## config.mk

```make
export PLATFORM = sky130hd
export DESIGN_NAME = imem_program_loader
export DESIGN_NICKNAME = d
export VERILOG_FILES = /design/src/rtl/imem_program_loader.sv
export SDC_FILE = /design/constraint.sdc
export NUM_CORES = 1
export LEC_CHECK = 0
export CAP_MARGIN = 20
export CORE_MARGIN = 10
export CORE_UTILIZATION = 40
export DETAILED_ROUTE_END_ITERATION = 8
export PLACE_DENSITY = 0.72
export RECOVER_POWER = 50
export SYNTH_ARGS = -nofsm -noshare
export SYNTH_HDL_FRONTEND = slang
export SYNTH_SLANG_ARGS = --single-unit
```

## constraint.sdc

```tcl
create_clock -name i_clk -period 2.6 [get_ports i_clk]
set_input_delay 0.26 -clock i_clk [delete_from_list [all_inputs] [get_ports i_clk]]
set_output_delay 0.26 -clock i_clk [all_outputs]
set_load 0.005 [all_outputs]
```

## src/rtl/imem_program_loader.sv

```systemverilog
// Boot-time loader: streams program words into imem from address 0, pads the rest with NOPs,
// and holds the core in reset until a complete, well-formed load has finished.
module imem_program_loader #(
  parameter int unsigned            ADDR_WIDTH = 10,
  parameter int unsigned            DATA_WIDTH = 32,
  parameter logic [DATA_WIDTH-1:0]  NOP_INSTR  = DATA_WIDTH'(32'h0000_0013)
) (
  input  logic                  i_clk,
  input  logic                  i_rst,
  input  logic                  i_start,
  input  logic [ADDR_WIDTH:0]   i_prog_len,
  input  logic                  s_valid,
  input  logic [DATA_WIDTH-1:0] s_data,
  input  logic                  s_last,
  output logic                  s_ready,
  output logic                  o_imem_we,
  output logic [ADDR_WIDTH-1:0] o_imem_addr,
  output logic [DATA_WIDTH-1:0] o_imem_wdata,
  output logic                  o_cpu_rst,
  output logic                  o_busy,
  output logic                  o_done,
  output logic                  o_err
);

  localparam logic [ADDR_WIDTH:0] Depth = {1'b1, {ADDR_WIDTH{1'b0}}};
  localparam logic [ADDR_WIDTH:0] One   = {{ADDR_WIDTH{1'b0}}, 1'b1};

  typedef enum logic [2:0] {StIdle, StLoad, StFill, StRun, StErr} state_e;

  state_e                state_q, state_d;
  logic [ADDR_WIDTH:0]   cnt_q, cnt_d;
  logic [ADDR_WIDTH:0]   len_q, len_d;
  logic                  we_q, we_d;
  logic [ADDR_WIDTH-1:0] addr_q, addr_d;
  logic [DATA_WIDTH-1:0] wdata_q, wdata_d;
  logic                  cpu_rst_q, cpu_rst_d;
  logic                  busy_q, done_q, err_q;

  logic start_ok;
  logic last_idx;
  logic handshake;

  assign s_ready   = (state_q == StLoad);
  assign handshake = s_valid && s_ready;
  assign start_ok  = (i_prog_len != '0) && (i_prog_len <= Depth);
  assign last_idx  = (cnt_q == len_q - One);

  always_comb begin
    state_d = state_q;
    cnt_d   = cnt_q;
    len_d   = len_q;
    we_d    = 1'b0;
    addr_d  = addr_q;
    wdata_d = wdata_q;
    unique case (state_q)
      StIdle, StRun, StErr: begin
        if (i_start) begin
          if (start_ok) begin
            state_d = StLoad;
            cnt_d   = '0;
            len_d   = i_prog_len;
          end else begin
            state_d = StErr;
          end
        end
      end
      StLoad: begin
        if (handshake) begin
          we_d    = 1'b1;
          addr_d  = cnt_q[ADDR_WIDTH-1:0];
          wdata_d = s_data;
          cnt_d   = cnt_q + One;
          // A malformed framing still commits the offending word before erroring out.
          if (s_last && last_idx) begin
            state_d = (len_q == Depth) ? StRun : StFill;
          end else if (s_last || last_idx) begin
            state_d = StErr;
          end
        end
      end
      StFill: begin
        we_d    = 1'b1;
        addr_d  = cnt_q[ADDR_WIDTH-1:0];
        wdata_d = NOP_INSTR;
        cnt_d   = cnt_q + One;
        if (cnt_q == Depth - One) begin
          state_d = StRun;
        end
      end
      default: state_d = StIdle;
    endcase
  end

  // Core reset drops only once RUN has been held for a cycle, i.e. after the last write lands.
  assign cpu_rst_d = !((state_q == StRun) && (state_d == StRun));

  always_ff @(posedge i_clk) begin
    if (i_rst) begin
      state_q   <= StIdle;
      cnt_q     <= '0;
      len_q     <= '0;
      we_q      <= 1'b0;
      addr_q    <= '0;
      wdata_q   <= '0;
      cpu_rst_q <= 1'b1;
      busy_q    <= 1'b0;
      done_q    <= 1'b0;
      err_q     <= 1'b0;
    end else begin
      state_q   <= state_d;
      cnt_q     <= cnt_d;
      len_q     <= len_d;
      we_q      <= we_d;
      addr_q    <= addr_d;
      wdata_q   <= wdata_d;
      cpu_rst_q <= cpu_rst_d;
      busy_q    <= (state_d == StLoad) || (state_d == StFill);
      done_q    <= (state_d == StRun);
      err_q     <= (state_d == StErr);
    end
  end

  assign o_imem_we    = we_q;
  assign o_imem_addr  = addr_q;
  assign o_imem_wdata = wdata_q;
  assign o_cpu_rst    = cpu_rst_q;
  assign o_busy       = busy_q;
  assign o_done       = done_q;
  assign o_err        = err_q;

endmodule

```

==> key figures <==
Die
  – Die Ht: 109 µm
  – Core area: 0.00773 mm²
  – Chip width: 109 µm
  – DIE AREA: roughly 0.012 mm²
  – Starting density of the core: 0.412
  – Floorplan row count: 32
  – IO Count: 96

Final layout
  – Most frequent cells in the layout: 94 x nand2_1, 72 x dfxtp_1, 49 x a21oi_1
  – Final Cell Area: 0.00443 mm²
  – Antenna cells: 0
  – Layout Nets: 524
  – Share of post-route cells with drive strength above 1: 0.0856
  – Layout area overhead: 39.1%
  – Most common cell after layout, fill and taps aside: nand2_1

Synthesis
  – Seq/Total Area, Yosys: 0.452
  – Top_reg_cell synth: dfxtp_1
  – Async S/R FF share, synth: 0
  – YS warnings: 0
  – Synthesized area: 0.00319 mm²
  – Syn avg cell area: 8.34 µm²
  – #FFs+latches synth: 72
  – Synthesized Nets: 432
  – Cells after Synth: 382
  – Post-synth EDFFs: 0
  – Yosys cell types: 52

Global routing
  – All-Layer GR Usage: 0.146
  – Largest net degree at the start of global routing: 33
  – Remaining global-route overflow: 0
  – Global-route wire length before repair: 13.9 mm
  – Antenna violations before repair: 0
  – Vias in the first global route: 2,906

CTS
  – CTS Buf Count: 9
  – Clk slew on worst S/H paths: 80 ps
  – Max Root-Sink Buffers: 2
  – Clk_lat worst skew: ~350 ps
  – Root buffer cell: clkbuf_8
  – Clk sink count: ~70
  – CTS tree: done
  – CTS H-tree lvls: 3

Setup path
  – Startpoint types: flop
  – Crit-path cells: inv_1 -> ha_1 -> o21ba_1 -> a221oi_1 -> a41o_2 -> nand4_1 -> nor3_4 -> mux2i_2 -> a21oi_4 -> nand4b_1
  – Setup slack, reg-to-reg: 230 ps
  – Crit. Startpoint: len_q[0]$_SDFFE_PP0P_
  – R2r startpoint: len_q[0]$_SDFFE_PP0P_
  – Worst reg2reg endpoint: o_cpu_rst$_SDFF_PP1_
  – Slowest stage delay, CP: 330 ps
  – CP endpoint: o_cpu_rst$_SDFF_PP1_
  – Slowest-stage cell, CP: dfxtp_1
  – WP data required: 2820 ps
  – Crit path DAT: 2590 ps
  – Worst Reg-to-Reg Cells: 10
  – CP Capture Type: flop
  – Crit Path Max Fanout: 7
  – Setup Crit Path Kind: flop to flop

Job
  – Maxcap violations: 0

Timing
  – Pins over their slew limit: 0
  – Setup TNS: 0 ps
  – Final Hold Viols: 0
  – Slew HR: 0.468
  – Layout Skew: 10.2 ps
  – Final worst path period need: roughly 2400 ps
  – RSZ-0062 raised after global routing: no
  – Worst Tran Pin Value: 798 ps
  – Max frequency: about 420 MHz
  – Final setup vio count: 0
  – Final period util: 0.913

Pwr
  – LEAKAGE: ~1.8 nW
  – Maximum VDD drop: approximately 0.37 mV
  – Tot Pwr: 2.39 mW
  – PD cells: 540 mW/mm²

Drt
  – Initial DRC Count: 127
  – Via count: 2,903
  – WL per Instance: between 10 and 15 µm
  – Drt drc: 0
  – ANT nets after route: 0
  – Routed WL: 8.61 mm
  – Post-DR vias/cell: between 4 and 5
  – DRT Pass-1 Iters: 4

Place
  – I/O Buffers: 95
  – Placer Congestion: around 0.79
  – DP Area: 0.00423 mm²
  – DPL Wire Length: 6.53 mm

Hold path
  – Min-delay src: s_data[10]
  – Class of the worst hold path: primary input to flop

Status
  – Run status: finished clean
==> routing by layer <==
| layer | part of all wire | vias to the layer above | GRT usage |
|---|---|---|---|
| met1 | 0.41 | 1325 | 0.161 |
| met2 | 0.48 | 88 | 0.241 |
| li1 | - | 1484 | - |
| met3 | 0.10 | 6 | 0.0832 |
| met4 | 0.0067 | 0 | 0.0307 |
| met5 | 0 | - | 0 |
==> metrics by stage <==
step / util / setup slack (ps) / hold WS, ps / instances
3_3_place_gp: 0.547 / 73.5 / 439 / 565
3_5_place_dp: 0.547 / 50.0 / 445 / 565
2_1_floorplan: - / 171 / 396 / 382
4_1_cts: 0.574 / 126 / 426 / 581
5_1_grt: 0.574 / 48.0 / 434 / 581
6_report: 0.574 / 227 / 447 / 581
==> how the worst min path moves through the flow <==
stage	to	slack, ps	cells after the start
after detailed placement	o_imem_addr[9]$_SDFFE_PP0P_	440	2
after global placement	o_imem_addr[8]$_SDFFE_PP0P_	440	2
after CTS	o_imem_wdata[9]$_SDFFE_PP0P_	430	3
after floorplan	o_imem_wdata[10]$_SDFFE_PP0P_	400	2
after global routing	o_imem_wdata[13]$_SDFFE_PP0P_	430	3
final	o_imem_wdata[10]$_SDFFE_PP0P_	450	3
==> power breakdown <==
part	switching (mW)	total (mW)	internal (mW)	leakage (nW)
Combinational	0.152	0.330	0.178	1.07
Clock	0.430	0.902	0.472	0.102
Sequential	0.0288	1.16	1.13	0.583
Total	0.611	2.39	1.78	1.75
==> area by class of cell <==
cell class                      instances  area, µm²
Inverter                                8       30.0
Fill cell                             690       3300
Sequential cell                        72       1440
Multi-Input combinational cell        281       1630
Tap cell                              102        128
Clock buffer                           10        138
Clock inverter                          6       68.8
Timing Repair Buffer                  102       1000
==> what timing repair did <==
| item | CTS | global route |
|---|---|---|
| hold buffers | 0 | 0 |
| endpoints found under the setup margin | 0 | 2 |
| resized for setup | 0 | 2 |
| buffers inserted | 0 | 0 |
==> critical path, delay by kind of cell, from the launching register on <==
kind,cells,cell delay (ps)
simple gates,3,560
fa+ha+maj,1,280
buf+inv,1,40
flops,1,330
mux,1,300
compound gates,4,720
==> cells in the mapped netlist (2+ instances only) <==
| cell type | number | share of area |
|---|---|---|
| a211o_1 | 2 | 0.0055 |
| nor2_1 | 32 | 0.038 |
| or2_1 | 3 | 0.0059 |
| clkbuf_1 | 16 | 0.019 |
| a21oi_1 | 49 | 0.077 |
| nor3_2 | 2 | 0.0063 |
| ha_1 | 2 | 0.0079 |
| and3_1 | 5 | 0.0098 |
| nor3_1 | 3 | 0.0047 |
| a41oi_1 | 2 | 0.0055 |
| nand2b_1 | 2 | 0.0039 |
| inv_2 | 2 | 0.0024 |
| xnor2_1 | 14 | 0.038 |
| nand4_1 | 3 | 0.0059 |
| or3_1 | 4 | 0.0079 |
| nor2b_1 | 2 | 0.0039 |
| mux2i_1 | 13 | 0.041 |
| a31oi_1 | 6 | 0.012 |
| nand3_1 | 6 | 0.0094 |
| dfxtp_1 | 72 | 0.45 |
| nor4_2 | 2 | 0.0079 |
| o211ai_1 | 2 | 0.0047 |
| nand2_1 | 93 | 0.11 |
| o21ai_1 | 4 | 0.0063 |
| inv_1 | 6 | 0.0071 |
| xor2_1 | 4 | 0.011 |
| o21ai_0 | 6 | 0.0094 |
==> flip-flops by register name, summed over array words and instances (netlist names) <==
signal / cells
cnt_q: 11
len_q: 11
o_busy: 1
o_cpu_rst: 1
o_done: 1
o_err: 1
o_imem_addr: 10
o_imem_wdata: 32
o_imem_we: 1
state_q: 3
==> logic make-up (layout without fill, tap and decap cells) <==
group	after synthesis	in the layout	share of synthesized area
AO/OA/AOI/OAI	78	78	0.144
XOR/XNOR	19	19	0.0581
adder cells (fa/ha/maj)	2	2	0.00785
buffers and inverters	29	126	0.0393
flip-flops	72	72	0.452
multiplexers	13	13	0.0408
AND/OR/NAND/NOR	169	169	0.258
Note: power is estimated with default switching activity, not from simulation.
